`src/rtl/ahb_master_arbiter.sv`:
```
// Two-master AHB-Lite arbiter with address/control mux and data-phase write-data mux.
// Define ARB_FIXED_PRIORITY_EN for fixed M0 priority (no MAX_HOLD rotation, hold_cnt tied to 0).
module ahb_master_arbiter #(
  parameter int MAX_HOLD       = 8,
  parameter int DEFAULT_MASTER = 0
) (
  input  logic        clk,
  input  logic        rst,
  input  logic        m0_hbusreq,
  input  logic [31:0] m0_haddr,
  input  logic [1:0]  m0_htrans,
  input  logic [2:0]  m0_hsize,
  input  logic [2:0]  m0_hburst,
  input  logic        m0_hwrite,
  input  logic [31:0] m0_hwdata,
  output logic        m0_hgrant,
  input  logic        m1_hbusreq,
  input  logic [31:0] m1_haddr,
  input  logic [1:0]  m1_htrans,
  input  logic [2:0]  m1_hsize,
  input  logic [2:0]  m1_hburst,
  input  logic        m1_hwrite,
  input  logic [31:0] m1_hwdata,
  output logic        m1_hgrant,
  input  logic        s_hready,
  output logic [31:0] s_haddr,
  output logic [1:0]  s_htrans,
  output logic [2:0]  s_hsize,
  output logic [2:0]  s_hburst,
  output logic        s_hwrite,
  output logic [31:0] s_hwdata,
  output logic        hmaster,
  output logic        hmaster_d
);

  typedef enum logic {
    OWN_M0 = 1'b0,
    OWN_M1 = 1'b1
  } owner_e;

  localparam owner_e DEF_OWNER = owner_e'(DEFAULT_MASTER[0]);

  owner_e     addr_own_q, addr_own_d;
  owner_e     data_own_q;
  logic [7:0] hold_cnt_q, hold_cnt_d;
  logic       m0_grant_q, m1_grant_q;
  logic       own_req;

`ifdef ARB_FIXED_PRIORITY_EN
  // M0 always wins; M1 only gets the bus while M0 is silent.
  always_comb begin
    addr_own_d = addr_own_q;
    hold_cnt_d = 8'd0;
    if (m0_hbusreq)      addr_own_d = OWN_M0;
    else if (m1_hbusreq) addr_own_d = OWN_M1;
    else                 addr_own_d = DEF_OWNER;
  end
`else
  localparam logic [7:0] HOLD_LAST = 8'(MAX_HOLD - 1);

  logic   oth_req;
  owner_e other_own;

  always_comb begin
    other_own  = (addr_own_q == OWN_M1) ? OWN_M0 : OWN_M1;
    oth_req    = (addr_own_q == OWN_M1) ? m0_hbusreq : m1_hbusreq;
    addr_own_d = addr_own_q;
    hold_cnt_d = 8'd0;
    if (!m0_hbusreq && !m1_hbusreq) begin
      addr_own_d = DEF_OWNER;
    end else if (own_req && oth_req) begin
      // Contention: owner keeps the bus for MAX_HOLD granted cycles, then rotates.
      if (hold_cnt_q == HOLD_LAST) begin
        addr_own_d = other_own;
      end else begin
        hold_cnt_d = hold_cnt_q + 8'd1;
      end
    end else if (!own_req) begin
      addr_own_d = other_own;
    end
  end
`endif

  assign own_req = (addr_own_q == OWN_M1) ? m1_hbusreq : m0_hbusreq;

  always_ff @(posedge clk or posedge rst) begin
    if (rst) begin
      addr_own_q <= DEF_OWNER;
      data_own_q <= DEF_OWNER;
      hold_cnt_q <= 8'd0;
      m0_grant_q <= (DEF_OWNER == OWN_M0);
      m1_grant_q <= (DEF_OWNER == OWN_M1);
    end else if (s_hready) begin
      addr_own_q <= addr_own_d;
      data_own_q <= addr_own_q;
      hold_cnt_q <= hold_cnt_d;
      m0_grant_q <= (addr_own_d == OWN_M0);
      m1_grant_q <= (addr_own_d == OWN_M1);
    end
  end

  assign m0_hgrant = m0_grant_q;
  assign m1_hgrant = m1_grant_q;
  assign hmaster   = addr_own_q;
  assign hmaster_d = data_own_q;

  always_comb begin
    if (addr_own_q == OWN_M1) begin
      s_haddr  = m1_haddr;
      s_htrans = m1_htrans;
      s_hsize  = m1_hsize;
      s_hburst = m1_hburst;
      s_hwrite = m1_hwrite;
    end else begin
      s_haddr  = m0_haddr;
      s_htrans = m0_htrans;
      s_hsize  = m0_hsize;
      s_hburst = m0_hburst;
      s_hwrite = m0_hwrite;
    end
    // Masters drive NONSEQ unconditionally, so an owner without a request must look IDLE.
    if (!own_req) s_htrans = 2'b00;
  end

  assign s_hwdata = (data_own_q == OWN_M1) ? m1_hwdata : m0_hwdata;

endmodule

```
`config.mk`:
```
export PLATFORM = sky130hd
export DESIGN_NAME = ahb_master_arbiter
export DESIGN_NICKNAME = d
export VERILOG_FILES = /design/src/rtl/ahb_master_arbiter.sv
export SDC_FILE = /design/constraint.sdc
export NUM_CORES = 1
export LEC_CHECK = 0
export CAP_MARGIN = 20
export CORE_AREA = 4 4 89 91
export CTS_CLUSTER_DIAMETER = 100
export DETAILED_ROUTE_END_ITERATION = 8
export DIE_AREA = 0 0 93 95
export PLACE_DENSITY = 0.77
export SYNTH_ARGS = -nofsm -noshare
export SYNTH_HDL_FRONTEND = slang
export SYNTH_SLANG_ARGS = --single-unit
```
`constraint.sdc`:
```
create_clock -name clk -period 1.4 [get_ports clk]
set_clock_uncertainty 0.05 [all_clocks]
set_input_delay 0.21 -clock clk [delete_from_list [all_inputs] [get_ports clk]]
set_output_delay 0.21 -clock clk [all_outputs]
set_load 0.005 [all_outputs]
```
==> results of run 1 <==
==> layout make-up <==
cell class	count	share of cell area, %
Tap cell	99	2.812
Clock buffer	4	1.022
Timing Repair Buffer	277	60.52
Inverter	3	0.2556
Sequential cell	11	6.333
Multi-Input combinational cell	117	29.05
==> kinds of logic (layout without fill, tap and decap cells) <==
logic type      count (synthesis)  after routing  share of synthesized area (%)
simple gates                   22             22                          9.091
compound gates                 18             18                          9.090
flops                          11             11                          18.78
fa+ha+maj                       2              2                          1.699
buf+inv                        14            284                          4.418
mux                            73             73                          55.74
xor+xnor                        2              2                          1.190
==> synthesized netlist by cell type, drive strengths merged <==
cell type and count:
o21ai 5, a32o 1, nand3 5, dfstp 1, nand4 3, dfrtp 10, o2bb2ai 2, mux2 72
nand3b 1, o211ai 1, inv 3, nand4bb 1, ha 2, a22oi 3, o21a 1, clkbuf 2
buf 9, o2111ai 1, a2111oi 1, nor2b 3, nand2b 1, or3 4, xor2 2, nand2 3
nor3 1, mux2i 1, a21oi 3
==> sequential cells by signal, summed over array words and instances (netlist names) <==
name and count:
hold_cnt_q 8, hmaster 1, hmaster_d 1, m0_hgrant 1
==> report_power, final <==
group / switching [mW] / total, mW / internal (mW)
Sequential: 0.0189 / 0.357 / 0.339
Clock: 0.117 / 0.317 / 0.200
Combinational: 0.581 / 1.87 / 1.29
==> path summary, 6_finish.rpt <==
path | to | slack [ps] | depth (start not counted)
max | s_hwdata[24] | -320 | 5
min | hold_cnt_q[5] | 230 | 2
max reg2reg | hold_cnt_q[5] | -80 | 6
min reg2reg | hold_cnt_q[7] | 530 | 2
max in group asynchronous | m0_hgrant | 730 | 2
min in group clk | hold_cnt_q[7] | 530 | 2
==> per-layer routing <==
layer  track usage (%)  up-vias  share of wire [%]
met2             34.49       53                 57
met3             4.143       12                3.4
li1                  -     1085                  -
met4             2.564        0               0.73
met1             21.55     1039                 38
met5                 0        -                  0
==> critical path: stages (launching register included) <==
cell and delay, ps:
dfrtp_2 450, buf_6 140, buf_6 110, buf_6 110
mux2_4 290, buf_6 120
==> repair_timing <==
item,CTS,global route
setup endpoints to repair,79,85
gates cloned,4,2
resized for setup,280,102
pin swaps,2,9
buffers inserted,12,15
==> impl_results.md, run 1 <==
- Hold Slack: 233.3 ps
- Dpl ws: -452.3 ps
- CTS Hold Buffers Added: 0
- Max Clock Freq: 581.5 MHz
- Global-route wire length before repair: 12630 um
- VDD IR max: 0.0002422 V
- Placement Cell Area: 4026 um2
- Synthesized flop and latch total: 11
- Avg Vias per Cell: 4.284
- Layout cells sized above 1: 53.16%
- Aggregate global routing overflow: 0
- Largest net degree at the start of global routing: 18
- Fin. max-slew vios: 0
- Total power: 2.548 mW
- Register area share after synthesis: 18.78%
- Die Y: 95 um
- Filler cells: 645
- Ports: 228
- Area share of the largest cell type after synthesis: 55.06%
- Finished Core Util: 61.73%
- Crit-path max FO: 4
- HP Class: input pin to asynchronous set/reset pin
- Arr. time, crit path: 1460 ps
- Commonest cells after routing, fill and taps aside: clkdlybuf4s50_1 (150), mux2_2 (56), buf_6 (50)
- WS Path Type: flip-flop to output port
- Netlist cell types: 30
- Start of the worst register-to-register path: hold_cnt_q[0]
- DP Wirelength: 7312 um
- Vias: 2189
- Most area-hungry cell type in the Yosys netlist: mux2_2
- Initial antenna violation count: 0
- CP Launch Type: flip-flop
- Root Driver: clkbuf_8
- Seq. cell area: 279.0 um2
- Area growth from synthesis to layout: 199.2%
- Largest cells by area after synthesis: mux2_2 (55%), dfrtp_1 (17%), buf_2 (2.4%)
- Crit path time final: 1720 ps
- Wirelength per Cell: 18.17 um
- Num rows: 31
- Synthesized area: 1473 um2
- Cts bufs inserted: 3
- Final TNS setup: -17260 ps
- Die area: 8835 um2
- Commonest non-fill, non-tap cell in the layout: clkdlybuf4s50_1
- Clk slew on worst S/H paths: 50 ps
- Synth Warn #: 0
- Worst-margin pin slew: 441.2 ps
- Setup crit end kind: output port
- Syn_nets: 295
- Avg Inst Size Synth: 10.37 um2
- Port buffer count: 227
- Area of the multi-input gates: 1280 um2
- Failing checks: setup timing
- # DRC: 0
- Clk_lat worst skew: 240 ps
- Final setup margin: -319.8 ps
- Routed wire length: 9283 um
- Final setup fails: 84
- First-pass detailed-route iteration total: 4
- Die span in x: 93 um
- Vias in the first global route: 2420
- Critical Path Start: hmaster_d
- Core Box Area: 7137 um2
- Leakage: 1.913 nW
- Final instance area: 4405 um2
- DRT antenna net count: 0
- Worst EP required: 1140 ps
- Placed Cells: 480
- Nets: 566
- Antenna Cells: 0
- DR iter-0 viols: 64
- Status: finished, violations left
- Finished Layout Cells: 511
- Pwr dens: 578.3 nW/um2
- Max_cap viols: 0
- Fin crit share: 122.8%
- Slew margin rel.: 70.56%
- Gp weighted congestion: 0.8148
- Clock tree buffer depth: 2
- CTS H-tree lvls: 1
- Tot GR Track Use: 18.31%
- CTS Sinks: 11
- Syn Inst Count: 142
- Initial Util: 20.63%
- CTS tree: yes
- RSZ-0062 raised after global routing: true
- Hold Violations, Final: 0
No activity file was read; power rests on OpenSTA's default activity.
==> run 2: changes to the inputs <==
--- a/config.mk
+++ b/config.mk
@@ -6,11 +6,12 @@
 export NUM_CORES = 1
 export LEC_CHECK = 0
 export CAP_MARGIN = 20
-export CORE_AREA = 4 4 89 91
+export CORE_AREA = 4 4 85 95
 export CTS_CLUSTER_DIAMETER = 100
 export DETAILED_ROUTE_END_ITERATION = 8
-export DIE_AREA = 0 0 93 95
+export DIE_AREA = 0 0 89 99
 export PLACE_DENSITY = 0.77
+export SKIP_LAST_GASP = 1
 export SYNTH_ARGS = -nofsm -noshare
 export SYNTH_HDL_FRONTEND = slang
 export SYNTH_SLANG_ARGS = --single-unit
==> impl_results.md, run 2 (synthesized netlist as in run 1, its figures left out) <==
- DRT antenna net count: 0 (unchanged)
- Placement Cell Area: 3989 um2 (-0.93%)
- CP max stage delay: 450 ps (about the same)
- Clk_lat worst skew: 240 ps (about the same)
- Crit-path max FO: 9 (+5)
- Failing checks: setup timing
- Layout cells sized above 1: 54.59% (+1.4 points)
- Hold Slack: 221.1 ps (-12.14 ps)
- CP Cell Sequence: buf_12, buf_12, buf_12, mux2_2, buf_2
- CP bufs+invs: 4 (unchanged)
- Final TNS setup: -20010 ps (-2747 ps)
- DRT met1 WL: 4015 um (+13%)
- Core Box Area: 7007 um2 (-1.8%)
- Dpl ws: -482.9 ps (-30.64 ps)
- DP Wirelength: 7985 um (+9.2%)
- CTS Hold Buffers Added: 0 (unchanged)
- Met2 routed WL: 5746 um (+7.7%)
- Reg with most FFs: hold_cnt_q
- Gp weighted congestion: 0.8322 (+2.1%)
- Initial Util: 21.02% (+0.38 points)
- Finished Core Util: 66.77% (+5.0 points)
- Nets: 568 (+0.35%)
- Max reg flops: 8 (unchanged)
- Die area: 8811 um2 (-0.27%)
- Area growth from synthesis to layout: 217.7%
- Setup crit end kind: output port
- Final setup fails: 80 (-4.8%)
- DR iter-0 viols: 25 (-61%)
- Clk slew on worst S/H paths: 50 ps (about the same)
- Tot GR Track Use: 21.13% (+2.8 points)
- Ports: 228 (unchanged)
- CTS Sinks: 11 (unchanged)
- Area of the multi-input gates: 1425 um2 (+11%)
- Antenna Cells: 0 (unchanged)
- Max_cap viols: 0 (unchanged)
- Pwr dens: 596.3 nW/um2 (+3.1%)
- Routed wire length: 11000 um (+19%)
- Crit path time final: 1750 ps (+29.76 ps)
- Total power: 2.790 mW (+9.5%)
- CP Launch Type: flip-flop
- Worst-margin pin slew: 455.2 ps (+13.98 ps)
- Die span in x: 89 um (-4.3%)
- CTS H-tree lvls: 1 (unchanged)
- Reg2Reg Depth: 5 (-1)
- Critical Path Start: hmaster
- RSZ-0062 raised after global routing: true
- Commonest cells after routing, fill and taps aside: clkdlybuf4s50_1 (150), buf_6 (63), mux2_4 (47)
- Max Clock Freq: 571.6 MHz (-1.7%)
- Fin crit share: 125.0% (+2.1 points)
- Worst EP required: 1140 ps (about the same)
- Leakage: 2.069 nW (+8.2%)
- Num rows: 32 (+3.2%)
- Fin. max-slew vios: 0 (unchanged)
- Cts bufs inserted: 3 (unchanged)
- Stages on the worst setup path: 5 (unchanged)
- R2R Path End: hmaster
- Status: finished, violations left
- Largest net degree at the start of global routing: 12 (-6)
- Initial antenna violation count: 0 (unchanged)
- Vias: 2317 (+5.8%)
- Finished Layout Cells: 499 (-2.3%)
- Filler cells: 528 (-18%)
- Slew margin rel.: 69.62% (-0.93 points)
- DR top layer: met4
- Placed Cells: 465 (-3.1%)
- Die Y: 99 um (+4.2%)
- CTS tree: yes
- WS Path Type: flip-flop to output port
- CP dominant cell by count: buf_12
- Top Family by Delay on Critical Path: buffers and inverters
- Aggregate global routing overflow: 0 (unchanged)
- R2R setup slack: -50 ps (+30 ps)
- Hold Violations, Final: 0 (unchanged)
- Vias in the first global route: 2353 (-2.8%)
- Global-route wire length before repair: 14030 um (+11%)
- # DRC: 0 (unchanged)
- Start of the worst register-to-register path: hold_cnt_q[1]
- VDD IR max: 0.0005330 V (+120%)
- Seq. cell area: 279.0 um2 (unchanged)
- Avg Vias per Cell: 4.643 (+8.4%)
- Root Driver: clkbuf_8
- Final instance area: 4678 um2 (+6.2%)
- Wirelength per Cell: 22.05 um (+21%)
- Arr. time, crit path: 1490 ps (+30 ps)
- HP Class: input pin to asynchronous set/reset pin
- Port buffer count: 227 (unchanged)
- Crit-path slowest cell: dfrtp_2
- Final setup margin: -349.6 ps (-29.76 ps)
- DR WL met3: 1082 um (+240%)
- First-pass detailed-route iteration total: 4 (unchanged)
- Commonest non-fill, non-tap cell in the layout: clkdlybuf4s50_1
- Worst setup path end: s_hburst[1]
- Clock tree buffer depth: 2 (unchanged)
## run 2: layout make-up
cell class	count	area share, %
sequential	11	5.964
inverter	3	0.2407
clock buffer	4	0.9628
multi-input combinational	117	30.46
tap	85	2.273
timing repair buffer	279	60.10
## run 2: how the worst min path moves through the flow
stage / depth (start not counted) / from / to / slack [ps]
final: 2 / rst / hold_cnt_q[2] / 220
after global routing: 2 / rst / hold_cnt_q[7] / 250
after CTS: 2 / rst / hold_cnt_q[2] / 220
after detailed placement: 2 / rst / hold_cnt_q[7] / 480
after global placement: 2 / rst / hold_cnt_q[7] / 480
after floorplan: 1 / rst / hmaster / 10
## run 2: timing repair
action / in CTS / in global routing
gates cloned: 6 / 1
setup buffers: 15 / 15
resized for setup: 344 / 111
hold endpoints to repair: 0 / 0
pin swaps: 3 / 10
setup endpoints to repair: 79 / 87
## run 2: routing by layer
| metal | global-route usage, % | vias to the layer above |
|---|---|---|
| met5 | 0 | - |
| met1 | 24.40 | 1115 |
| met2 | 38.17 | 104 |
| li1 | - | 1083 |
| met4 | 3.551 | 0 |
| met3 | 6.522 | 15 |
## run 2: report_power, final
| group | switching, mW | internal (mW) |
|---|---|---|
| Clock | 0.125 | 0.200 |
| Sequential | 0.0238 | 0.338 |
| Combinational | 0.662 | 1.44 |
